==> src/rtl/mdu_pkg.sv <==
// mdu_pkg: shared op encodings, FSM states and default width for the iterative multiply/divide unit.
package mdu_pkg;

    localparam int MDU_XLEN = 32;

    typedef enum logic [1:0] {
        MDU_MUL   = 2'b00,
        MDU_MULHU = 2'b01,
        MDU_DIVU  = 2'b10,
        MDU_REMU  = 2'b11
    } mdu_op_e;

    typedef enum logic [1:0] {
        S_IDLE = 2'b00,
        S_CALC = 2'b01,
        S_DONE = 2'b10
    } state_e;

endpackage

==> src/rtl/mdu_div_step.sv <==
// mdu_div_step: one restoring-divide iteration; shifts in the next dividend bit and trial-subtracts the divisor.
module mdu_div_step
    import mdu_pkg::*;
#(
    parameter int XLEN = MDU_XLEN
) (
    input  logic [XLEN-1:0] rem_i,
    input  logic            in_bit_i,
    input  logic [XLEN-1:0] divisor_i,
    output logic [XLEN-1:0] rem_o,
    output logic            q_bit_o
);

    logic [XLEN:0] shifted;
    logic [XLEN:0] diff;

    // One extra bit keeps the shifted remainder exact; diff's MSB is the borrow/sign.
    always_comb begin
        shifted = {rem_i, in_bit_i};
        diff    = shifted - {1'b0, divisor_i};
        rem_o   = diff[XLEN] ? shifted[XLEN-1:0] : diff[XLEN-1:0];
        q_bit_o = ~diff[XLEN];
    end

endmodule

==> src/rtl/mdu_sequencer.sv <==
// mdu_sequencer: iterative unsigned MUL/MULHU/DIVU/REMU unit that stalls the pipeline front until its result is ready.
module mdu_sequencer
    import mdu_pkg::*;
#(
    parameter int XLEN = MDU_XLEN
) (
    input  logic            clock,
    input  logic            reset,
    input  logic            start,
    input  logic [1:0]      op,
    input  logic [XLEN-1:0] operand_a,
    input  logic [XLEN-1:0] operand_b,
    input  logic            kill,
    output logic            stall,
    output logic            busy,
    output logic            done,
    output logic [XLEN-1:0] result,
    output logic            div_zero
);

    localparam int CW = $clog2(XLEN);

    state_e          state_q;
    mdu_op_e         op_q;
    logic [CW-1:0]   cnt_q;
    logic [XLEN-1:0] a_q, a_d, b_q, b_d, result_q, rem_n, calc_res;
    logic [2*XLEN-1:0] acc_q, acc_d;
    logic [XLEN:0]   mul_sum;
    logic            q_bit, busy_q, done_q, div_zero_q;

    mdu_div_step #(.XLEN(XLEN)) u_div_step (
        .rem_i     (acc_q[2*XLEN-1:XLEN]),
        .in_bit_i  (a_q[XLEN-1]),
        .divisor_i (b_q),
        .rem_o     (rem_n),
        .q_bit_o   (q_bit)
    );

    // acc holds {hi, lo} = product for multiply, {remainder, quotient} for divide;
    // so the odd ops (MULHU/REMU) pick the upper word.
    always_comb begin
        mul_sum  = {1'b0, acc_q[2*XLEN-1:XLEN]} + (b_q[0] ? {1'b0, a_q} : '0);
        acc_d    = op_q[1] ? {rem_n, acc_q[XLEN-2:0], q_bit} : {mul_sum, acc_q[XLEN-1:1]};
        a_d      = op_q[1] ? {a_q[XLEN-2:0], 1'b0} : a_q;
        b_d      = op_q[1] ? b_q : {1'b0, b_q[XLEN-1:1]};
        calc_res = op_q[0] ? acc_d[2*XLEN-1:XLEN] : acc_d[XLEN-1:0];
        stall    = (state_q == S_IDLE && start && !kill) || state_q == S_CALC;
    end

    always_ff @(posedge clock) begin
        if (reset) begin
            state_q    <= S_IDLE;
            cnt_q      <= '0;
            result_q   <= '0;
            done_q     <= 1'b0;
            div_zero_q <= 1'b0;
            busy_q     <= 1'b0;
        end else begin
            done_q     <= 1'b0;
            div_zero_q <= 1'b0;
            if (kill) begin
                state_q <= S_IDLE;
                busy_q  <= 1'b0;
            end else begin
                case (state_q)
                    S_IDLE: if (start) begin
                        op_q   <= mdu_op_e'(op);
                        a_q    <= operand_a;
                        b_q    <= operand_b;
                        acc_q  <= '0;
                        cnt_q  <= '0;
                        busy_q <= 1'b1;
                        if (op[1] && operand_b == '0) begin
                            state_q    <= S_DONE;
                            done_q     <= 1'b1;
                            div_zero_q <= 1'b1;
                            result_q   <= op[0] ? operand_a : '1;
                        end else begin
                            state_q <= S_CALC;
                        end
                    end
                    S_CALC: begin
                        acc_q <= acc_d;
                        a_q   <= a_d;
                        b_q   <= b_d;
                        cnt_q <= cnt_q + 1'b1;
                        if (cnt_q == CW'(XLEN - 1)) begin
                            state_q  <= S_DONE;
                            done_q   <= 1'b1;
                            result_q <= calc_res;
                        end
                    end
                    S_DONE: begin
                        state_q <= S_IDLE;
                        busy_q  <= 1'b0;
                    end
                    default: state_q <= S_IDLE;
                endcase
            end
        end
    end

    assign busy     = busy_q;
    assign done     = done_q;
    assign result   = result_q;
    assign div_zero = div_zero_q;

endmodule

==> config.mk <==
export PLATFORM = sky130hd
export DESIGN_NAME = mdu_sequencer
export DESIGN_NICKNAME = d
export VERILOG_FILES = /design/src/rtl/mdu_pkg.sv /design/src/rtl/mdu_div_step.sv /design/src/rtl/mdu_sequencer.sv
export SDC_FILE = /design/constraint.sdc
export NUM_CORES = 1
export LEC_CHECK = 0
export ABC_AREA = 1
export CORE_MARGIN = 10
export CORE_UTILIZATION = 50
export DETAILED_ROUTE_END_ITERATION = 12
export GPL_ROUTABILITY_DRIVEN = 0
export GPL_TIMING_DRIVEN = 0
export PLACE_DENSITY = 0.7
export SYNTH_ARGS = -nofsm -noshare
export SYNTH_HDL_FRONTEND = slang
export SYNTH_HIERARCHICAL = 1
export SYNTH_SLANG_ARGS = --single-unit
export TNS_END_PERCENT = 50
==> constraint.sdc <==
create_clock -name clock -period 14.3 [get_ports clock]
set_input_delay 2.86 -clock clock [delete_from_list [all_inputs] [get_ports clock]]
set_output_delay 2.86 -clock clock [all_outputs]
set_load 0.01 [all_outputs]
Yosys cells after proc, flatten, opt, wreduce, memory -nomap -nowiden
Index checks and enable logic that the tools add are counted.

storage, ports and cells
  register bits = 172
  input bits = 70
  output and inout bits = 36
  logic and storage cells = 73

cells by class
  $add $sub $neg = 3
  equal/unequal tests = 8
  muxes and demuxes = 29
  bitwise logic cells = 4
  reduce and logical (&&, ||, !) cells = 19

operators by type and width
  cell                 number
  $mux 32              11
  $pmux 32 s2          3
  $mux 64              2
  $pmux 64 s2          1
  $add 32x32->33       1
  $sub 33x32->33       1
  $logic_not 32->1     1
  $reduce_and 5->1     3
  $pmux 5 s2           1
  $reduce_and 4->1     2
  $mux 2               3
  $ne 2x2->1 const B   3
  $add 5x1->5 const B  1
  $eq 5x5->1 const B   1
  $mux 5               1
  $mux 1               4
  $ne 2x1->1 const B   2
  $not 1->1            4
  $pmux 1 s2           2
  $pmux 2 s2           1
  $reduce_and 2->1     2
  $reduce_bool 2->1    2
  $logic_and 1x1->1    3
  $reduce_and 3->1     1
  7 further kinds      7

Logic depth before layout (Yosys ltp)
  word-level depth = 6
  mapped depth = 25
  gate-level depth less buffers = 24

By module
Netlist, hierarchy kept.

by module, submodules not included
  module         times used  cells each  area each (um^2)  sequential area each (um^2)
  mdu_sequencer  1           1,529       11,239.5          4,744.6
  mdu_div_step   1           680         3,150.5           0.0

Worst setup path before layout
OpenSTA, ideal clock, no wires.

  path type = input to register
  start point = in reset
  end point = reg a_q[0] (enable)
  setup time = 0.432 ns
  arrival time = 7.881 ns
  required time = 13.868 ns
  path slack = 5.987 ns
  stages = 6
  buffers on the path = 1
  path through = clkbuf_1 -> nor2_1 -> inv_1 -> nor2_1 -> inv_1 -> a21oi_1

between the ends
  longest elaborated chain between the ends = 2

RTL lines
  element                            line                 text
  start, declared                    mdu_sequencer.sv:8   input logic reset,
  $not 1->1 (no source line)         --
  $reduce_and 5->1 (no source line)  --
  end signal, assigned               mdu_sequencer.sv:68  a_q <= operand_a;
  end, declared                      mdu_sequencer.sv:26  logic [XLEN-1:0] a_q, a_d, b_q, b_d, result_q, rem_n, calc_res;

No other way between the ends.
A chain may end at the register's enable or synchronous reset.

Worst setup path after layout
  start point = in start
  end point = out stall

between the ends
  longest elaborated chain between the ends = 3

RTL lines
  element                          line                 text
  start, declared                  mdu_sequencer.sv:9   input logic start,
  $logic_and 1x1->1 (2 in series)  mdu_sequencer.sv:47  stall = (state_q == S_IDLE && start && !kill) || state_q == S_CALC;
  $logic_or 1x1->1                 mdu_sequencer.sv:47
  end, declared                    mdu_sequencer.sv:14  output logic stall,

No other way between the ends.

==> summary.md <==
| Metric | Value |
|---|---|
| Row count | 62 |
| Pleak | 8.530 nW |
| Clock buffer count from CTS | 17 |
| Core ar. | 28550 um2 |
| H-tree depth | 4 |
| Post-synth top flop | edfxtp_1 |
| Vias in the first global route | 13840 |
| Io pins | 106 |
| Routed WL | 46330 um |
| Dpl ws | 6.874 ns |
| Top post-synthesis cells by area | edfxtp_1 (27%), nand2_1 (23%), inv_1 (9.9%) |
| Setup Buffers After CTS | 0 |
| Placed Cells | 2701 |
| Clk buf depth | 2 |
| Final setup fails | 0 |
| Clock transition at path regs | 0.07 ns |
| Area grow syn2layout | 15.62% |
| Min-delay worst type | reg -> reg |
| Initial antenna violation count | 1 |
| Clk pwr share | 36.8% |
| Power per cell area | 80.10 nW/um2 |
| RSZ-0062 raised after global routing | no |
| Crit-path max FO | 5 |
| Crit path time final | 7.447 ns |
| Mapped Avg Cell Area | 6.514 um2 |
| Worst-skew pair later-pin latency | 0.45 ns |
| Non-Filler Instances | 2733 |
| Post-synth cell types | 41 |
| Status | complete, no violations |
| Synth top area share | 27.13% |
| GR Overflow Total | 0 |
| Hold WS | 0.4765 ns |
| CTS tree | yes |
| Worst-Margin Slew | 0.8220 ns |
| Critical Path AT | 4.59 ns |
| Syn_nets | 2347 |
| Synth Register Bits | 172 |
| Final period utilization | 52.08% |
| CP Class | in -> out |
| Startpoint Class | primary input |
| DRT iter0 DRCs | 1575 |
| Final worst setup slack | 6.853 ns |
| Hold Fails Final Rpt | 0 |
| Internal power | 0.9241 mW |
| Peak Freq | 134.3 MHz |
| Setup_tns | 0 ns |
| Chip width | 189.6 um |
| Total power | 1.333 mW |
| Die height | 189.6 um |
| Dpl hpwl | 37790 um |
| Root buffer cell | clkbuf_16 |
| Initial core utilization | 50.41% |
| Final max-slew violation count | 0 |
| PortBufs | 104 |
| Critical path required time | 11.44 ns |
| Via count | 14340 |
| Antenna Cells | 0 |
| Gr usage total | 25.53% |
| VDD IR max | 81.64 uV |
| Logic pwr share | 20.5% |
| Pre-antenna DRT Iters | 6 |
| Max-cap viol count | 0 |
| Max_slew headroom | 45.20% |
| Routed Antenna Nets | 0 |
| DIE AREA | 35970 um2 |
| Nets | 2474 |
| Sequential power share | 42.6% |
| Post-synth top area cell | edfxtp_1 |
| CP endpoint kind | output pin |
| Post-synthesis sequential area ratio | 32.97% |
| Share of layout cells above drive strength 1 | 8.770% |
| Clock sinks | 172 |
| Post-synthesis async set-or-reset flop share | 0% |
| Mapped Cells | 2209 |
| Largest net degree at the start of global routing | 35 |
| Synth Warn # | 6 |
| Worst reg2reg setup slack | 10.72 ns |
| DRC | 0 |
| Number of synthesized flops with an enable pin | 130 |
| Cell Area, Synth | 14390 um2 |
| Sw frac | 30.66% |
| Vias/cell | 5.248 |
| Clock skew | 0.01528 ns |
| Global-route wire length before repair | 72650 um |
| Routed len/inst | 16.95 um |
| Switching power | 0.4086 mW |
| Hold Buf Count CTS | 0 |
| Post-CTS Resized | 0 |
==> through the flow <==
| step | utilization (%) | cell area, um2 |
|---|---|---|
| after floorplan | - | 14390 |
| after global placement | 55.74 | 15910 |
| after detailed placement | 56.15 | 16030 |
| after CTS | 58.28 | 16640 |
| after global routing | 58.28 | 16640 |
| final | 58.28 | 16640 |
==> flip-flops by register name, indices dropped and copies added (netlist names) <==
| name | count |
|---|---|
| div_zero | 1 |
| state_q | 2 |
| op_q | 2 |
| result | 32 |
| a_q | 32 |
| done | 1 |
| acc_q | 64 |
| b_q | 32 |
| busy | 1 |
| cnt_q | 5 |
==> cells in the mapped netlist, types with 2 or more instances <==
master    number
dfxtp_1       42
ha_1          66
buf_6          9
nand2_4        4
a21oi_1       94
xnor2_1        2
and2_1         5
o21ai_0       32
fa_1           2
nand4_1       12
a22oi_1        2
xor2_1        22
nor2_1       137
buf_1          9
nand2_2       35
inv_2          4
buf_4          4
nor3_1        12
inv_1        378
nor4_1         3
a21oi_2       57
clkbuf_1      28
nand2_1      883
o21bai_1       8
nand3b_1       5
mux2i_1       31
edfxtp_1     130
or2_2         34
nand3_1      130
buf_2         18
==> layer usage <==
layer	share of wire (%)	routed length (um)	GRT usage [%]
met3	7.7	3548	4.138
met2	46	21240	41.89
met5	0.015	7	0
met4	3.5	1615	10.04
met1	43	19920	33.02
==> logic make-up after synthesis <==
logic type	after synthesis	share of synthesized area (%)
flops	172	32.97
mux	31	2.156
xor+xnor	24	1.461
simple gates	1266	36.32
compound gates	198	8.608
buf+inv	450	12.47
fa+ha+maj	68	6.017
==> final timing paths <==
kind / from / to / cells after the start
worst max-delay path: start / stall / 7
worst min-delay path: result[1]$_SDFFE_PP0P_ / result[1]$_SDFFE_PP0P_ / 2
worst max register to register: b_q[0]$_DFFE_PP_ / result[3]$_SDFFE_PP0P_ / 24
worst min register to register: result[1]$_SDFFE_PP0P_ / result[1]$_SDFFE_PP0P_ / 2
==> worst max-delay path, cell delays in order <==
cell	delay [ns]
clkdlybuf4s50_1	0.47
inv_1	0.05
nor2_1	0.13
inv_1	0.12
or2_2	0.32
nand2_1	0.07
clkdlybuf4s50_1	0.56
==> power groups by stage <==
stage,combinational (mW),sequential (mW),clock [mW]
after floorplan,0.176,0.575,0
after global placement,0.259,0.580,0
after detailed placement,0.266,0.579,0
after CTS,0.269,0.568,0.492
after global routing,0.305,0.570,0.511
final,0.274,0.568,0.491
==> final cells by class <==
class                           instances  area (um2)
Buffer                                 68       360.3
Clock buffer                           21       493.0
Clock inverter                         11       115.1
Fill cell                            2823       11910
Inverter                              382        1434
Multi-Input combinational cell       1587        7881
Sequential cell                       172        4745
Tap cell                              384       480.5
Timing Repair Buffer                  108        1129
==> layout by cell type, fill, tap and decap left out, types with 18 or more instances in the layout <==
cell type	instances
a21oi_1	92
a21oi_2	57
buf_2	18
clkbuf_1	29
clkbuf_16	19
clkdlybuf4s50_1	104
dfxtp_1	42
edfxtp_1	130
ha_1	66
inv_1	378
mux2i_1	31
nand2_1	883
nand2_2	35
nand3_1	130
nor2_1	136
o21ai_0	32
or2_2	34
xor2_1	22
Power figures use the tool's default switching activity.
